$ cat config.mk
export PLATFORM = sky130hd
export DESIGN_NAME = spi_master_ctrl
export DESIGN_NICKNAME = d
export VERILOG_FILES = /design/src/rtl/spi_pkg.sv /design/src/rtl/spi_half_timer.sv /design/src/rtl/spi_master_ctrl.sv
export SDC_FILE = /design/constraint.sdc
export NUM_CORES = 1
export LEC_CHECK = 0
export CAP_MARGIN = 5
export CORE_MARGIN = 5
export CORE_UTILIZATION = 40
export CTS_BUF_LIST = sky130_fd_sc_hd__clkbuf_16
export CTS_CLUSTER_SIZE = 14
export DETAILED_ROUTE_END_ITERATION = 12
export DONT_BUFFER_PORTS = 1
export GPL_ROUTABILITY_DRIVEN = 0
export SLEW_MARGIN = 15
export SYNTH_ARGS = -nofsm -noshare
export SYNTH_HDL_FRONTEND = slang
export SYNTH_SLANG_ARGS = --single-unit
$ cat constraint.sdc
create_clock -name clk -period 5.6 [get_ports clk]
set_clock_uncertainty 0.1 [all_clocks]
set_input_delay 1.12 -clock clk [delete_from_list [all_inputs] [get_ports clk]]
set_output_delay 1.12 -clock clk [all_outputs]
set_load 0.05 [all_outputs]
$ cat src/rtl/spi_pkg.sv
// SPI master shared types and constants.
// State encoding and byte/bit-counter sizing.
package spi_pkg;

   typedef enum logic [2:0] {
      IDLE,
      SETUP,
      HIGH,
      LOW,
      WAIT_NEXT,
      HOLD,
      GAP
   } spi_state_e;

   localparam int SPI_BYTE_BITS = 8;
   localparam int SPI_CNT_W     = $clog2(SPI_BYTE_BITS);

endpackage

$ cat src/rtl/spi_half_timer.sv
// Half-period down-counter for SPI phase timing.
// expire is high on the last cycle of a timed phase.
module spi_half_timer #(
   parameter int HALF_PERIOD = 10
) (
   input  logic clk,
   input  logic rst,
   input  logic start,
   output logic expire
);

   localparam int W = $clog2(HALF_PERIOD + 1);
   localparam logic [W-1:0] RELOAD = W'(HALF_PERIOD - 1);

   logic [W-1:0] cnt;

   // reload on phase entry, then count down and rest at zero
   always_ff @(posedge clk or posedge rst) begin
      if (rst) begin
         cnt <= '0;
      end else if (start) begin
         cnt <= RELOAD;
      end else if (cnt != '0) begin
         cnt <= cnt - W'(1);
      end
   end

   assign expire = (cnt == '0);

endmodule

$ cat src/rtl/spi_master_ctrl.sv
// SPI mode-0 master: frames byte streams onto sclk/mosi/cs_n.
// MSB first; miso sampled on the rising sclk update.
module spi_master_ctrl
   import spi_pkg::*;
#(
   parameter int HALF_PERIOD = 10
) (
   input  logic       clk,
   input  logic       rst,
   input  logic [7:0] tx_data,
   input  logic       tx_valid,
   input  logic       tx_last,
   output logic       tx_ready,
   output logic [7:0] rx_data,
   output logic       rx_valid,
   output logic       busy,
   output logic       sclk,
   output logic       mosi,
   input  logic       miso,
   output logic       cs_n
);

   if (HALF_PERIOD < 1) begin : g_bad_half_period
      $error("spi_master_ctrl: HALF_PERIOD must be >= 1");
   end

   localparam logic [SPI_CNT_W-1:0] LAST_BIT = SPI_CNT_W'(SPI_BYTE_BITS - 1);

   spi_state_e           state;
   logic [7:0]           tx_sr;
   logic [7:0]           rx_sr;
   logic [SPI_CNT_W-1:0] bit_cnt;
   logic                 last_q;
   logic                 accept;
   logic                 timed;
   logic                 expire;
   logic                 start;

   assign tx_ready = !rst && (state == IDLE || state == WAIT_NEXT);
   assign accept   = tx_valid && tx_ready;
   assign timed    = state inside {SETUP, HIGH, LOW, HOLD, GAP};
   assign start    = accept || (timed && expire);
   assign busy     = (state != IDLE);
   assign mosi     = tx_sr[7];

   spi_half_timer #(
      .HALF_PERIOD(HALF_PERIOD)
   ) u_timer (
      .clk   (clk),
      .rst   (rst),
      .start (start),
      .expire(expire)
   );

   // frame sequencer: phases, shift registers and pin outputs
   always_ff @(posedge clk or posedge rst) begin
      if (rst) begin
         state    <= IDLE;
         cs_n     <= 1'b1;
         sclk     <= 1'b0;
         tx_sr    <= '0;
         rx_sr    <= '0;
         rx_data  <= '0;
         rx_valid <= 1'b0;
         bit_cnt  <= '0;
         last_q   <= 1'b0;
      end else begin
         rx_valid <= 1'b0;
         unique case (state)
            IDLE: begin
               if (accept) begin
                  tx_sr   <= tx_data;
                  last_q  <= tx_last;
                  bit_cnt <= '0;
                  cs_n    <= 1'b0;
                  state   <= SETUP;
               end
            end
            SETUP, LOW: begin
               if (expire) begin
                  sclk  <= 1'b1;
                  rx_sr <= {rx_sr[6:0], miso};
                  state <= HIGH;
               end
            end
            HIGH: begin
               if (expire) begin
                  sclk <= 1'b0;
                  if (bit_cnt == LAST_BIT) begin
                     rx_data  <= rx_sr;
                     rx_valid <= 1'b1;
                     state    <= last_q ? HOLD : WAIT_NEXT;
                  end else begin
                     tx_sr   <= {tx_sr[6:0], 1'b0};
                     bit_cnt <= bit_cnt + SPI_CNT_W'(1);
                     state   <= LOW;
                  end
               end
            end
            WAIT_NEXT: begin
               if (accept) begin
                  tx_sr   <= tx_data;
                  last_q  <= tx_last;
                  bit_cnt <= '0;
                  state   <= LOW;
               end
            end
            HOLD: begin
               if (expire) begin
                  cs_n  <= 1'b1;
                  state <= GAP;
               end
            end
            GAP: begin
               if (expire) begin
                  state <= IDLE;
               end
            end
            default: state <= IDLE;
         endcase
      end
   end

endmodule

==> metrics.md <==
| Metric | Value |
|---|---|
| Status | `complete, no violations` |
| Crit path kind | `input port to primary output` |
| Share of layout cells above drive strength 1 | `0.241` |
| Post-CTS setup buffer count | `0` |
| Reg2reg start | `u_timer.cnt[0]$_DFFE_PP0P_` |
| Netlist cell types | `36` |
| Max_slew headroom | `0.407` |
| Critical path buffers and inverters | `0` |
| Final nets | `between 150 and 200` |
| Vias/cell | `~5.4` |
| Die ar. | `between 0.005 and 0.006 sq mm` |
| Final Instance Count excl. Fillers | `roughly 200` |
| Pint | `between 0.7 and 0.8 mW` |
| Predominant post-synthesis flop cell | `dfrtp_1` |
| Placed Instances | `approximately 190` |
| I/O Buffers | `0` |
| Power share of the combinational group | `0.237` |
| Area contributors post-synth | `dfrtp_1 53%, mux2_4 6.9%, mux2_2 5.8%` |
| First-pass GRT wire length | `between 5000 and 6000 um` |
| CTS Buf Count | `5` |
| Core box area | `between 0.004 and 0.005 sq mm` |
| Placement Setup Slack | `2.60 ns` |
| First DRT Iteration DRCs | `slightly above 100` |
| Top Ports | `27` |
| Crit path to | `tx_ready` |
| Worst-path clk slew | `~0.060 ns` |
| GRT overflow | `0` |
| PnR worst setup slack | `2.60 ns` |
| Largest net degree at the start of global routing | `28` |
| Synth Warn # | `0` |
| Crit-path slowest cell | `nor3_2` |
| Post-detail-place hpwl | `between 2000 and 2500 um` |
| Post-synth EDFFs | `0` |
| Worst reg2reg path depth | `6` |
| Clock buffer depth | `2` |
| Clock share of power | `0.340` |
| Reg power frac | `0.423` |
| HP Class | `flip-flop to flip-flop` |
| Period utilization | `0.535` |
| Top Family by Delay on Critical Path | `simple AND/OR/NAND/NOR gates` |
| Crit-path cells | `nor3_2` |
| Number of global-route vias before repair | `between 1000 and 1500` |
| CTS tree | `yes` |
| Achievable Freq | `333 MHz` |
| Startpoint Class | `input port` |
| Antenna-violating nets left | `0` |
| Synth Instances | `around 140` |
| Switching Share | `0.313` |
| Synth area leader | `dfrtp_1` |
| Worst hold slack | `just under 0.4 ns` |
| WHS Path Cells | `2` |
| Total global-route track usage | `0.114` |
| Die span in x | `approximately 76 um` |
| Syn Area/Cell | `roughly 12 sq um` |
| Initial antenna violation count | `0` |
| Lkg Pwr | `0.925 nW` |
| Reg2reg setup slack | `3.31 ns` |
| Core Rows | `24` |
| Post-synthesis sequential area ratio | `0.545` |
| CTS Root Buffer Type | `clkbuf_16` |
| Post-route minimum period | `~3.0 ns` |
| First drt pass iteration count | `4` |
| CTS sink cnt | `38` |
| Final TNS setup | `0 ns` |
| PostCTS Resize Cnt | `0` |
| Die Span Y | `about 76 um` |
| Diode count | `0` |
| Mapped cell area | `~0.0017 sq mm` |
| Worst endpoint required time | `approximately 4.4 ns` |
| Yosys reg bits | `38` |
| Mapped Nets | `159` |
| Max Transition Viols Final | `0` |
| Drt drc | `0` |
| Worst-skew pair later-pin latency | `0.27 ns` |
| Peak fanout along the critical path | `3` |
| Final Hold Viols | `0` |
| Setup violations, final | `0` |
| Post-layout util | `0.463` |
| Worst vdd ir | `approximately 250 uV` |
| Hold buffer count at cts | `0` |
| Worst-margin pin slew | `just under 0.9 ns` |
| Vias | `around 1100` |
| Post-synth ARST share | `1.00` |
| Critical path depth | `1` |
| NetSw | `0.335 mW` |
| Critical path capture point type | `primary output` |
| DR WL/cell | `15.9 um` |
| Syn-to-layout area delta | `13.8%` |
| Unrepaired setup endpoints after global routing | `no` |
| Initial Util | `0.407` |
| CTS H-tree depth | `2` |
| CP startpoint | `rst` |
| CP max stage delay | `roughly 0.66 ns` |
| Max cap viols | `0` |
| Pwr/cell area | `around 540 mW/mm^2` |
| Synth top area share | `0.530` |
| DRT Wirelength | `between 3000 and 4000 um` |
| Reg-to-Reg End | `rx_data[2]$_DFFE_PP0P_` |
| Arr. time, crit path | `between 1.5 and 2 ns` |
[routing by layer]
layer,GRT usage,share of wire
met1,0.149,0.48
met2,0.175,0.45
met3,0.0508,0.061
met4,0.0262,0.0067
met5,0,0
[final cells by class]
| cell class | instances | area (sq um) |
|---|---|---|
| clock buffer | 5 | 125 |
| clock inverter | 3 | 68.8 |
| fill | 388 | 2310 |
| inverter | 6 | 22.5 |
| multi-input combinational | 91 | 739 |
| sequential | 38 | 952 |
| tap | 52 | 65.1 |
| timing repair buffer | 2 | 15.0 |
[sequential cells by signal, summed over array words and instances, names as in the netlist]
signal	count
rx_valid	1
rx_data	8
last_q	1
u_timer.cnt	4
tx_sr	8
rx_sr	8
bit_cnt	3
sclk	1
state	3
cs_n	1
[power by group through the flow]
stage | Sequential (mW) | Clock [mW] | Combinational, mW
after global placement | 0.450 | 0 | 0.240
after CTS | 0.451 | 0.369 | 0.256
after floorplan | 0.417 | 0 | 0.238
after global routing | 0.465 | 0.380 | 0.290
final | 0.453 | 0.364 | 0.254
after detailed placement | 0.455 | 0 | 0.256
[cells in the mapped netlist, types with 2 or more instances]
cell,n
dfrtp_1,37
nand2_1,12
o21ai_0,11
mux2_2,9
mux2_4,8
mux2i_1,7
inv_1,6
a21oi_1,5
nor3_1,5
ha_1,4
nor2_1,4
buf_2,3
clkbuf_1,3
a22o_1,2
a32o_1,2
nor3b_1,2
o22a_1,2
or3_1,2
[worst min-delay path by stage]
stage	from	to	slack, ns
after floorplan	tx_sr[1]$_DFFE_PP0P_	tx_sr[1]$_DFFE_PP0P_	0.35
after global placement	tx_sr[5]$_DFFE_PP0P_	tx_sr[5]$_DFFE_PP0P_	0.36
after detailed placement	tx_sr[5]$_DFFE_PP0P_	tx_sr[5]$_DFFE_PP0P_	0.38
after CTS	tx_sr[5]$_DFFE_PP0P_	tx_sr[5]$_DFFE_PP0P_	0.40
after global routing	tx_sr[5]$_DFFE_PP0P_	tx_sr[5]$_DFFE_PP0P_	0.41
final	tx_sr[5]$_DFFE_PP0P_	tx_sr[5]$_DFFE_PP0P_	0.39
[cells by family after synthesis]
logic type	Yosys count	synth area share
DFF	38	0.545
and+or+nand+nor	34	0.115
AOI/OAI and AO/OA	28	0.105
muxes	24	0.167
buffers and inverters	13	0.0344
adders and majority gates	4	0.0287
xor gates and xnor gates	1	0.00502
[layout by cell type (no fill, tap or decap)]
cell,count
a21oi_1,5
nand2_1,12
or3_1,2
and3_1,1
nor4b_1,1
bufinv_16,2
ha_1,4
o22ai_1,1
buf_4,2
a221oi_1,1
nor3b_1,2
o22a_1,2
nor4b_2,1
o21ai_0,11
nor2_1,4
a31oi_1,1
mux2_2,9
mux2_4,8
a22o_1,2
nand3b_1,1
inv_1,6
clkinv_4,1
a32o_1,2
or3b_4,1
nor3_2,1
nand2b_4,1
and2b_1,1
xnor2_1,1
nor3_1,4
a21oi_2,1
dfstp_2,1
clkbuf_16,5
a221o_1,1
nor2_2,1
dfrtp_1,37
or3_4,1
a2111oi_0,1
mux2i_1,7
[through the flow]
| stage | instance area [sq um] | total power [mW] |
|---|---|---|
| 2_1_floorplan | 1750 | 0.655 |
| 5_1_grt | 1990 | 1.13 |
| 3_3_place_gp | 1790 | 0.690 |
| 3_5_place_dp | 1790 | 0.711 |
| 6_report | 1990 | 1.07 |
| 4_1_cts | 1990 | 1.08 |
(Power assumes the default switching activity.)
